### config.mk
export PLATFORM = sky130hd
export DESIGN_NAME = bus_store_arbiter
export DESIGN_NICKNAME = d
export VERILOG_FILES = /design/src/rtl/bus_store_pkg.sv /design/src/rtl/bus_store_rr_pick.sv /design/src/rtl/bus_store_arbiter.sv
export SDC_FILE = /design/constraint.sdc
export NUM_CORES = 1
export LEC_CHECK = 0
export CORE_MARGIN = 4
export CORE_UTILIZATION = 47
export CTS_BUF_LIST = sky130_fd_sc_hd__clkbuf_8
export DETAILED_ROUTE_END_ITERATION = 12
export PLACE_DENSITY = 0.73
export SLEW_MARGIN = 0
export SYNTH_ARGS = -nofsm -noshare
export SYNTH_HDL_FRONTEND = slang
export SYNTH_SLANG_ARGS = --single-unit
### constraint.sdc
create_clock -name aclk -period 3.7 [get_ports aclk]
set_input_delay 0.37 -clock aclk [delete_from_list [all_inputs] [get_ports aclk]]
set_output_delay 0.37 -clock aclk [all_outputs]
set_load 0.01 [all_outputs]
### src/rtl/bus_store_pkg.sv
// Shared types and constants for the AXI store-bus write-channel arbiter.
package bus_store_pkg;

  typedef enum logic [1:0] {
    IDLE = 2'd0,
    XFER = 2'd1,
    RESP = 2'd2
  } store_arb_state_t;

  localparam logic MASTER0_ID = 1'b0;
  localparam logic MASTER1_ID = 1'b1;

  localparam int BEAT_CNT_W = 5;
  localparam logic [BEAT_CNT_W-1:0] BEAT_CNT_MAX = 5'd16;

  // Number of W beats an AW with the given awlen announces (awlen + 1).
  function automatic logic [BEAT_CNT_W-1:0] beats_expected(input logic [3:0] len);
    return {1'b0, len} + 5'd1;
  endfunction

endpackage

### src/rtl/bus_store_rr_pick.sv
// Combinational winner selection between the two store masters.
module bus_store_rr_pick
  import bus_store_pkg::*;
(
  input  logic i_req0,
  input  logic i_req1,
  input  logic i_last_id,
  input  logic i_rr,
  output logic o_id,
  output logic o_valid
);

  // A contested round goes to the master that did not win last time when
  // round-robin is on; otherwise master0 always wins a contest.
  always_comb begin
    o_valid = i_req0 | i_req1;
    o_id    = MASTER0_ID;
    if (i_req0 && i_req1) begin
      o_id = i_rr ? ~i_last_id : MASTER0_ID;
    end else if (i_req1) begin
      o_id = MASTER1_ID;
    end
  end

endmodule

### src/rtl/bus_store_arbiter.sv
// Write-channel arbiter: grants one master for a whole AXI3 write (AW, W*, B)
// and flags a burst whose W beat count disagrees with awlen.
module bus_store_arbiter
  import bus_store_pkg::*;
#(
  parameter bit RR = 1'b1
)
(
  input  logic       aclk,
  input  logic       aresetn,
  input  logic       m0_awvalid,
  input  logic       m1_awvalid,
  input  logic       awvalid,
  input  logic       awready,
  input  logic [3:0] awlen,
  input  logic       wvalid,
  input  logic       wready,
  input  logic       wlast,
  input  logic       bvalid,
  input  logic       bready,
  output logic       m0_grnt,
  output logic       m1_grnt,
  output logic       busy,
  output logic       wr_err,
  output logic [1:0] dbg_state
);

  localparam logic [1:0] ST_IDLE = IDLE;
  localparam logic [1:0] ST_XFER = XFER;
  localparam logic [1:0] ST_RESP = RESP;

  // Handshakes: a beat on any channel transfers in the cycle where its valid
  // and ready are both high at the rising edge; valid alone means nothing.
  logic w_aw_hs;
  logic w_w_hs;
  logic w_wlast_hs;
  logic w_b_hs;

  logic                  w_pick_id;
  logic                  w_pick_valid;
  logic                  w_beat_sat;
  logic [BEAT_CNT_W-1:0] w_beat_next;
  logic                  w_ovf_next;
  logic [3:0]            w_len_eff;
  logic                  w_len_err;
  logic                  w_xfer_done;

  logic [1:0]            r_state;
  logic                  r_m0_grnt;
  logic                  r_m1_grnt;
  logic                  r_wr_err;
  logic                  r_last_id;
  logic                  r_aw_done;
  logic                  r_w_done;
  logic [3:0]            r_len_q;
  logic [BEAT_CNT_W-1:0] r_beat_cnt;
  logic                  r_beat_ovf;

  assign w_aw_hs    = awvalid & awready;
  assign w_w_hs     = wvalid & wready;
  assign w_wlast_hs = w_w_hs & wlast;
  assign w_b_hs     = bvalid & bready;

  bus_store_rr_pick u_pick (
    .i_req0    (m0_awvalid),
    .i_req1    (m1_awvalid),
    .i_last_id (r_last_id),
    .i_rr      (RR),
    .o_id      (w_pick_id),
    .o_valid   (w_pick_valid)
  );

  // Beat counting saturates at 16; any beat beyond that is remembered so the
  // burst is still reported even if the saturated count happens to match.
  always_comb begin
    w_beat_sat  = (r_beat_cnt == BEAT_CNT_MAX);
    w_beat_next = r_beat_cnt;
    if (w_w_hs && !w_beat_sat) begin
      w_beat_next = r_beat_cnt + 5'd1;
    end
    w_ovf_next  = r_beat_ovf | (w_w_hs & w_beat_sat);
    w_len_eff   = r_aw_done ? r_len_q : awlen;
    w_len_err   = w_ovf_next | (w_beat_next != beats_expected(w_len_eff));
    w_xfer_done = (r_state == ST_XFER)
                & (r_aw_done | w_aw_hs)
                & (r_w_done | w_wlast_hs);
  end

  always_ff @(posedge aclk or negedge aresetn) begin
    if (!aresetn) begin
      r_state   <= ST_IDLE;
      r_m0_grnt <= 1'b0;
      r_m1_grnt <= 1'b0;
      r_wr_err  <= 1'b0;
      r_last_id <= MASTER1_ID;
    end else begin
      r_wr_err <= 1'b0;
      case (r_state)
        ST_IDLE: begin
          if (w_pick_valid) begin
            r_state   <= ST_XFER;
            r_m0_grnt <= (w_pick_id == MASTER0_ID);
            r_m1_grnt <= (w_pick_id == MASTER1_ID);
            r_last_id <= w_pick_id;
          end
        end
        ST_XFER: begin
          if (w_xfer_done) begin
            r_state  <= ST_RESP;
            r_wr_err <= w_len_err;
          end
        end
        ST_RESP: begin
          if (w_b_hs) begin
            r_state   <= ST_IDLE;
            r_m0_grnt <= 1'b0;
            r_m1_grnt <= 1'b0;
          end
        end
        default: begin
          r_state   <= ST_IDLE;
          r_m0_grnt <= 1'b0;
          r_m1_grnt <= 1'b0;
        end
      endcase
    end
  end

  // AW/W progress of the granted transaction; W may finish before AW.
  always_ff @(posedge aclk or negedge aresetn) begin
    if (!aresetn) begin
      r_aw_done  <= 1'b0;
      r_w_done   <= 1'b0;
      r_len_q    <= 4'd0;
      r_beat_cnt <= '0;
      r_beat_ovf <= 1'b0;
    end else if (r_state == ST_XFER) begin
      if (w_xfer_done) begin
        r_aw_done  <= 1'b0;
        r_w_done   <= 1'b0;
        r_beat_cnt <= '0;
        r_beat_ovf <= 1'b0;
      end else begin
        if (w_aw_hs && !r_aw_done) begin
          r_aw_done <= 1'b1;
          r_len_q   <= awlen;
        end
        if (w_wlast_hs) begin
          r_w_done <= 1'b1;
        end
        r_beat_cnt <= w_beat_next;
        r_beat_ovf <= w_ovf_next;
      end
    end
  end

  assign m0_grnt   = r_m0_grnt;
  assign m1_grnt   = r_m1_grnt;
  assign busy      = (r_state != ST_IDLE);
  assign wr_err    = r_wr_err;
  assign dbg_state = r_state;

endmodule
=== Yosys cells after proc, flatten, opt, wreduce, memory -nomap -nowiden ===
Index checks and enable logic that the tools add are counted.

* Logic and storage cells: 71
* Memory bits (read-only): 0
* Flip-flop bits (word level): 18
* Latch bits: 0
* Memory bits (writable): 0
* Memories: 0
* Output and inout port bits: 6

* Bitwise gates (word level): 16
* Multiply operators: 0
* Divide/modulo/power cells: 0
* Add/subtract/negate cells: 2
* Shift operators: 0
* Reductions and logical operators: 15
* Magnitude comparators: 0
* Equal/unequal tests: 7
* Mux-type cells: 21

{| class="wikitable"
|+ Operator list
! cell !! number
|-
| 1-bit 2-to-1 mux || 12
|-
| 5-bit 2-to-1 mux || 2
|-
| 3-bit AND reduction || 3
|-
| 1-bit AND || 7
|-
| 2-bit 2-to-1 mux || 3
|-
| 1-bit one-hot mux with 3 select lines || 2
|-
| 2-bit one-hot mux with 3 select lines || 1
|-
| 2-bit AND reduction || 3
|-
| 2-bit nonzero test || 3
|-
| 4-bit by 1-bit adder with 5-bit output (second input constant) || 1
|-
| 5-bit by 1-bit adder with 5-bit output (second input constant) || 1
|-
| 5-bit equality test (second input constant) || 1
|-
| 5-bit inequality test || 1
|-
| 1-bit bitwise OR || 5
|-
| 4-bit 2-to-1 mux || 1
|-
| 2-bit inequality test (second input constant) || 2
|-
| 1-bit inverter || 4
|-
| 1-bit logical AND || 3
|-
| 2-bit by 1-bit equality test with 1-bit output (second input constant) || 1
|-
| 2-bit equality test (second input constant) || 1
|-
| 1-bit logical NOT || 2
|-
| 2-bit logical NOT || 1
|-
| 2-bit by 1-bit inequality test with 1-bit output (second input constant) || 1
|}

=== Logic depth before layout (Yosys ltp) ===
Gate-level depths: netlist of run 1.

* Depth after elaboration: 8
* Mapped depth: 8
* Gate-level depth less buffers: 7

=== Hierarchy ===
A second synthesis of run 1 with hierarchy kept.

* Cell total of the unflattened synthesis: 109
* Area, all modules: 1,143.6 µm²

{| class="wikitable"
|+ By module, submodules not included
! module !! cells an instance !! seq. area each (µm²) !! instances !! area each (µm²)
|-
| bus_store_arbiter || 106 || 451.7 || 1 || 1,123.6
|-
| bus_store_rr_pick || 3 || 0.0 || 1 || 20.0
|}

=== Worst setup path after synthesis of run 1 ===
OpenSTA, ideal clock, no wires.

* Kind: register -> register
* Start point: register r_aw_done
* End point: register r_wr_err (netlist: wr_err)
* Clock period less this slack: 1.944 ns
* Setup time: 0.082 ns
* Arrival: 1.862 ns
* Buffers on the path: 1
* Setup slack: 1.756 ns
* Cell stages (with the launch flop): 9
* Cells stage by stage: dfrtp_1 -> buf_2 -> mux2_2 -> ha_1 -> xor2_1 -> xnor2_1 -> xnor2_1 -> a22o_1 -> a31oi_1

* Cells in the longest elaborated chain, start to end: 6
* Elaborated cells between the ends (all ways): 9
* Classes of those cells: add/sub (1); eq/ne (1); mux (3); bitwise (4)

{| class="wikitable"
|+ RTL lines
! item !! RTL line !! text
|-
| from (decl) || bus_store_arbiter.sv:53 || <nowiki>logic r_aw_done;</nowiki>
|-
| from (signal assigned) || bus_store_arbiter.sv:132 || <nowiki>r_aw_done <= 1'b0;</nowiki>
|-
| from (signal assigned) || bus_store_arbiter.sv:139 || <nowiki>r_aw_done <= 1'b0;</nowiki>
|-
| from (signal assigned) || bus_store_arbiter.sv:145 || <nowiki>r_aw_done <= 1'b1;</nowiki>
|-
| 4-bit 2-to-1 mux || bus_store_arbiter.sv:82 || <nowiki>w_len_eff = r_aw_done ? r_len_q : awlen;</nowiki>
|-
| 4-bit by 1-bit adder with 5-bit output || bus_store_pkg.sv:18 || <nowiki>return {1'b0, len} + 5'd1;</nowiki>
|-
| 5-bit inequality test || bus_store_arbiter.sv:83 || <nowiki>w_len_err = w_ovf_next | (w_beat_next != beats_expected(w_len_eff));</nowiki>
|-
| 1-bit bitwise OR || bus_store_arbiter.sv:83 ||
|-
| 1-bit 2-to-1 mux * || bus_store_arbiter.sv:108 || <nowiki>if (w_xfer_done) begin</nowiki>
|-
| 1-bit 2-to-1 mux * || bus_store_arbiter.sv:98 || <nowiki>case (r_state)</nowiki>
|-
| to (signal assigned) || bus_store_arbiter.sv:110 || <nowiki>r_wr_err <= w_len_err;</nowiki>
|-
| to (decl) || bus_store_arbiter.sv:51 || <nowiki>logic r_wr_err;</nowiki>
|}

Mark *: on every way between the ends. The rest lies on a longest branch, timed or not.
A chain may end at the register's enable or synchronous reset.

=== Worst setup path after layout of run 1 ===
Same ends and word-level chain as after synthesis.

==> results.json, run 1 <==
{
  "run_status": "completed",
  "r2r_setup_slack_ps": 1460,
  "cellPowerDensity_nw_per_um2": 745,
  "slowest_stage": "sky130_fd_sc_hd__dfrtp_1",
  "design.die.area_um2": 3260,
  "setup_viol": 0,
  "synth_top_family_by_area": "compound AO/OA/AOI/OAI gates",
  "synth_unique_cells": 34,
  "synth_compound_gate_area_share_pct": 21.3,
  "syn2layout_area_growth_pct": 24.5,
  "routed_wl_um": 2580,
  "ys_seq_area_share_pct": 39.8,
  "detailroute.via_count": 1010,
  "clock_skew_ps": 3.17,
  "crit_arrival_ps": 2420,
  "timing.critical_path.mode_cell": "sky130_fd_sc_hd__xnor2_1",
  "worstPathMaxFanout": 9,
  "synth-simple-area-share_pct": 18.2,
  "first_pass_iters": 4,
  "pin_count": 21,
  "timing.critical_path.depth": 7,
  "synth_edf_count": 0,
  "synthTopCellsByCount": "sky130_fd_sc_hd__dfrtp_1, sky130_fd_sc_hd__o21ai_0, sky130_fd_sc_hd__nand2_1, sky130_fd_sc_hd__nor2_1",
  "place_congestion": 0.869,
  "cts_hold_repair.buffers": 0,
  "grt_overflow": 0,
  "number_of_cells_on_the_worst_reg_to_reg_path": 7,
  "antenna-diode-count": 0,
  "cts_tree": "done",
  "async_reset_ff_share_pct": 100,
  "critical_path.endpoint_type": "register",
  "stdcell_area_um2": 1410,
  "clock_buffers_created_by_tritoncts": 3,
  "clk-insertion-delay-late_ps": 260,
  "synth_mux_area_share_pct": 7.73,
  "dpl-instance-area_um2": 1360,
  "grt_setup_unrepaired": "no",
  "clk_pin_slew_ps": 70,
  "cpPeakStageDelay_ps": 590,
  "cts.repair.resized": 0,
  "grt_first_pass_wirelength_um": 4360,
  "worst_slew_pin_tran_ps": 825,
  "cts_max_path_buffers": 2,
  "die-height_um": 57.1,
  "core_um2": 2250,
  "post_route_cells_drive_above_1_share_pct": 11.9,
  "timing.slew.headroom_pct": 44.8,
  "initial_core_util_pct": 50.3,
  "fin_crit_sh_pct": 60.7,
  "worst_ir_drop_vdd_v": 0.000523,
  "drt-wirelength-per-cell_um": 15.1,
  "synth.top_cells.by_area": "sky130_fd_sc_hd__dfrtp_1, sky130_fd_sc_hd__mux2_2, sky130_fd_sc_hd__o21ai_0",
  "timing.fmax_mhz": 446,
  "report.final.slew_viol_count": 0,
  "rr_startpoint": "r_aw_done",
  "placedCellCount": 167,
  "layoutNonFillerInstCount": 171,
  "cts_setup_buffers": 0,
  "synth.largest_area_cell": "sky130_fd_sc_hd__dfrtp_1",
  "utilization_pct": 62.6,
  "worst_ep_required_time_ps": 3880,
  "class_of_the_worst_hold_path": "reg -> reg",
  "synthCells": 122,
  "avgSynthCellArea_um2": 9.29,
  "cts.sink_count": 18,
  "synthesized_area_um2": 1130,
  "floorplan.rows": 17,
  "dr_iter_0_viols": 28,
  "worst_hold_slack_ps": 520,
  "max_cap_viol_count": 0,
  "setup.worst_path.start": "r_aw_done",
  "vias_per_cell": 5.91,
  "tns_ps": 0,
  "number_of_buffer_and_inverter_stages_on_the_critical_path": 0,
  "io_buffer_count": 20,
  "cpLargestDelayFamily": "flip-flops",
  "die_x_um": 57.1,
  "postSynthNetCount": 140,
  "post-route-min-period_ps": 2240,
  "synth.ff_latch_count": 18,
  "detail_route.drc_violations": 0,
  "track_usage_pct": 16.9,
  "setup.worst_path.class": "reg -> reg",
  "leakagePower_nw": 0.580,
  "worstPathCellList": "mux2_2 > ha_1 > xor2_1 > xnor2_1 > xnor2_1 > a22o_1 > a31oi_1",
  "synthesized_area_fraction_occupied_by_xor_and_xnor_cells_pct": 6.18,
  "hpwl_um": 1940,
  "grt_max_degree": 19,
  "post_synth_fa_ha_maj_area_fraction_pct": 3.31,
  "synth_most_common_cell": "sky130_fd_sc_hd__dfrtp_1",
  "first_global_vias": 970,
  "reg2reg_to": "wr_err",
  "cts_root_buffer": "sky130_fd_sc_hd__clkbuf_8",
  "synth_top_area_share_pct": 37.5,
  "number_of_hold_violations_in_the_final_report": 0,
  "num-nets-final": 162,
  "ctsHtreeMaxLevel": 1,
  "synthesis.yosys.warnings": 0,
  "worstSetupStartpointType": "register",
  "worstSetupEndpoint": "wr_err",
  "antenna_violating_nets_post_route": 0,
  "ys.flop_type": "sky130_fd_sc_hd__dfrtp_1",
  "antenna_violations_before_repair": 0
}
-- stage by stage --
stage / setup slack, ps / total power (W)
detailed placement: 1340 / 0.000887
global route: 1320 / 0.00114
CTS: 1460 / 0.00105
floorplan: 1760 / 0.000728
global placement: 1410 / 0.000871
finish: 1460 / 0.00105
-- registers in the layout, summed over array words and instances (netlist names) --
register,flops
r_beat_ovf,1
m1_grnt,1
r_last_id,1
r_aw_done,1
m0_grnt,1
dbg_state,2
r_len_q,4
r_w_done,1
r_beat_cnt,5
wr_err,1
-- logic make-up (layout without fill, tap and decap cells) --
logic type / after synthesis / after routing
fa+ha+maj: 3 / 3
simple gates: 37 / 37
mux: 8 / 8
xor+xnor: 8 / 8
buf+inv: 10 / 31
flops: 18 / 18
compound gates: 38 / 38
-- cells in the final DEF (no fill, tap or decap), types with 3 or more instances in the layout --
master	netlist	final
sky130_fd_sc_hd__a21oi_1	7	7
sky130_fd_sc_hd__a31oi_1	7	7
sky130_fd_sc_hd__clkbuf_8	0	4
sky130_fd_sc_hd__clkdlybuf4s50_1	0	20
sky130_fd_sc_hd__dfrtp_1	17	17
sky130_fd_sc_hd__ha_1	3	3
sky130_fd_sc_hd__inv_1	7	7
sky130_fd_sc_hd__mux2_2	6	6
sky130_fd_sc_hd__nand2_1	11	11
sky130_fd_sc_hd__nand3_1	3	3
sky130_fd_sc_hd__nor2_1	10	10
sky130_fd_sc_hd__nor2b_1	3	3
sky130_fd_sc_hd__o21ai_0	12	12
sky130_fd_sc_hd__xnor2_1	6	6
-- final cells by class --
type                    instances  area, µm²
clock buffers                   4       55.1
fillers                       208        843
inverters                       7       26.3
multi-input cells              94        643
flip-flops and latches         18        452
well taps                      28       35.0
repair buffers                 20        200
-- worst reg2reg max path, stage by stage (launching register included) --
cell and delay (ps):
sky130_fd_sc_hd__dfrtp_1 590, sky130_fd_sc_hd__mux2_2 420, sky130_fd_sc_hd__ha_1 230, sky130_fd_sc_hd__xor2_1 150
sky130_fd_sc_hd__xnor2_1 280, sky130_fd_sc_hd__xnor2_1 110, sky130_fd_sc_hd__a22o_1 220, sky130_fd_sc_hd__a31oi_1 170
-- metal layers --
layer	routed length [µm]	global-route usage (%)	vias up	share of wire, %
li1	-	-	484	-
met1	1210	22.3	491	47
met2	1220	27.9	31	47
met3	96	2.26	4	3.7
met4	50	6.95	0	1.9
met5	0	0	-	0
-- power breakdown --
part           total, W  switching [W]  internal (W)
Clock          0.000162      0.0000676     0.0000947
Sequential     0.000363      0.0000878      0.000275
Combinational  0.000527       0.000269      0.000257
Total           0.00105       0.000425      0.000627
-- how the worst min path moves through the flow --
stage                           from            to  slack (ps)  cells past startpoint
after CTS                    m1_grnt       m1_grnt         530                      2
final                        m1_grnt       m1_grnt         520                      2
after global routing      r_beat_ovf    r_beat_ovf         570                      2
after floorplan              aresetn  dbg_state[0]          70                      0
after detailed placement     m1_grnt       m1_grnt         510                      2
after global placement       m1_grnt       m1_grnt         480                      2
No activity file was read; power rests on OpenSTA's default activity.
==> run 2, diff against run 1 <==
--- a/config.mk
+++ b/config.mk
@@ -9,7 +9,7 @@
 export CORE_UTILIZATION = 47
 export CTS_BUF_LIST = sky130_fd_sc_hd__clkbuf_8
 export DETAILED_ROUTE_END_ITERATION = 12
-export PLACE_DENSITY = 0.73
+export PLACE_DENSITY = 0.76
 export SLEW_MARGIN = 0
 export SYNTH_ARGS = -nofsm -noshare
 export SYNTH_HDL_FRONTEND = slang
==> constraint.sdc (replaced) <==
create_clock -name aclk -period 1.8 [get_ports aclk]
set_input_delay 0.18 -clock aclk [delete_from_list [all_inputs] [get_ports aclk]]
set_output_delay 0.18 -clock aclk [all_outputs]
set_load 0.01 [all_outputs]
==> run 2 against run 1 <==
  * The flow now finishes with violations (setup timing)
  * Non-clock buffer count is 17 higher
  * Fmax is 22% higher
  * Clock skew is 4.8 ps higher
  * Sequential share of layout area is 3.4 points lower
  * Final area is 12% higher
  * Critical path type unchanged
  * Highest routed layer unchanged
==> results.json, run 2 (synthesis results as in run 1) <==
{
  "worst_slew_pin_tran_ps": 402,
  "grt_overflow": 0,
  "clock_buffers_created_by_tritoncts": 3,
  "drt-wirelength-per-cell_um": 16.4,
  "clock_skew_ps": 7.96,
  "cts_max_path_buffers": 2,
  "rr_startpoint": "r_beat_cnt[1]",
  "die-height_um": 57.1,
  "timing.fmax_mhz": 546,
  "fin_total_pwr_w": 0.00244,
  "number_of_buffer_and_inverter_stages_on_the_critical_path": 0,
  "layout_commonest_cell": "sky130_fd_sc_hd__clkdlybuf4s50_1",
  "fin_crit_sh_pct": 102,
  "die_x_um": 57.1,
  "number_of_hold_violations_in_the_final_report": 0,
  "vias_per_cell": 5.83,
  "run_status": "finished with violations",
  "detail_route.drc_violations": 0,
  "ctsHtreeMaxLevel": 1,
  "detailroute.via_count": 1096,
  "clk-insertion-delay-late_ps": 250,
  "fin_ws_ps": -32.8,
  "cts_tree": "done",
  "worstPathCellList": "ha_2 > nand2_2 > or3_4 > a211o_1 > a221oi_2 > a31oi_1",
  "cts.sink_count": 18,
  "first_global_vias": 1203,
  "io_buffer_count": 20,
  "worstSetupStartpointType": "register",
  "largest_register_ff_count": 5,
  "class_of_the_worst_hold_path": "in -> async",
  "first_pass_iters": 4,
  "post-route-min-period_ps": 1830,
  "core_um2": 2250,
  "cellPowerDensity_nw_per_um2": 1540,
  "critical_path.endpoint_type": "register",
  "clk_pin_slew_ps": 70,
  "dr_iter_0_viols": 48,
  "worst_ep_required_time_ps": 1930,
  "setup.worst_path.class": "reg -> reg",
  "worst_ir_drop_vdd_v": 0.000962,
  "report.final.slew_viol_count": 0,
  "max_cap_viol_count": 0,
  "grt_setup_unrepaired": "yes",
  "design.die.area_um2": 3260,
  "setup_viol": 1,
  "antenna_violating_nets_post_route": 0,
  "violated_checks": "setup timing",
  "cpLargestDelayFamily": "compound AO/OA/AOI/OAI gates",
  "syn2layout_area_growth_pct": 39.4,
  "grt_max_degree": 19,
  "timing.slew.headroom_pct": 72.8,
  "largest_register": "r_beat_cnt",
  "crit_arrival_ps": 1970,
  "cts_root_buffer": "sky130_fd_sc_hd__clkbuf_8",
  "post_route_cells_drive_above_1_share_pct": 25.0,
  "leakagePower_nw": 0.676,
  "antenna-diode-count": 0,
  "routed_wl_um": 3080,
  "layout.cells.most_common_list": "sky130_fd_sc_hd__clkdlybuf4s50_1, sky130_fd_sc_hd__dfrtp_1, sky130_fd_sc_hd__buf_4",
  "slowest_stage": "sky130_fd_sc_hd__dfrtp_1",
  "initial_core_util_pct": 50.3,
  "cpPeakStageDelay_ps": 420,
  "num-nets-final": 179,
  "place_congestion": 0.823,
  "pin_count": 21,
  "worst_hold_slack_ps": 249,
  "hpwl_um": 2260,
  "grt_first_pass_wirelength_um": 5040,
  "floorplan.rows": 17,
  "worstPathMaxFanout": 4,
  "setup.worst_path.start": "r_beat_cnt[1]",
  "antenna_violations_before_repair": 0,
  "fill_cells": 198,
  "track_usage_pct": 19.6
}
[run 2: worst paths after layout]
| kind | end | slack [ps] | cells after the start |
|---|---|---|---|
| max | wr_err | -30 | 6 |
| min | wr_err | 250 | 2 |
| max reg2reg | wr_err | -30 | 6 |
| min reg2reg | m1_grnt | 540 | 2 |
| max in group asynchronous | r_last_id | 1280 | 2 |
| min in group aclk | m1_grnt | 540 | 2 |
[run 2: timing repair]
item	CTS	global route
setup buffers	1	1
endpoints found under the setup margin	1	3
hold buffers	0	0
resized for setup	6	4
pin swaps	5	2
[run 2: worst reg2reg max path, stage by stage (launching register included)]
cell,delay [ps]
sky130_fd_sc_hd__dfrtp_1,420
sky130_fd_sc_hd__ha_2,220
sky130_fd_sc_hd__nand2_2,70
sky130_fd_sc_hd__or3_4,330
sky130_fd_sc_hd__a211o_1,290
sky130_fd_sc_hd__a221oi_2,260
sky130_fd_sc_hd__a31oi_1,120
[run 2: power by group]
group / leakage [nW] / switching (W) / internal, W
clock network: 0.0269 / 0.000137 / 0.000151
registers: 0.230 / 0.000147 / 0.000567
logic: 0.419 / 0.000709 / 0.000723
[run 2: routing by layer]
metal	part of all wire, %	vias to the layer above	GRT usage (%)
met2	50	45	32.3
met4	2.8	0	11.9
met1	43	521	21.8
met3	4.7	13	6.33
li1	-	517	-
met5	0	-	0
[run 2: final cells by class]
type	instances	area, µm²	area share (%)
repair buffers	37	328	20.7
flip-flops and latches	18	452	28.6
well taps	28	35.0	2.22
clock buffers	3	41.3	2.61
clock inverters	1	3.75	0.238
inverters	7	26.3	1.66
multi-input cells	94	694	43.9
[run 2: per-stage QoR]
step                      instance area, µm²  setup TNS, ps  worst slack (ps)  util, %  cells
after floorplan                         1160          -19.8             -19.8        -    122
after global placement                  1490           -652              -174     66.0    182
after detailed placement                1490           -923              -298     66.0    182
after CTS                               1560          -12.9             -12.9     69.3    187
after global routing                    1580           -215             -74.3     70.1    188
final                                   1580          -32.8             -32.8     70.1    188
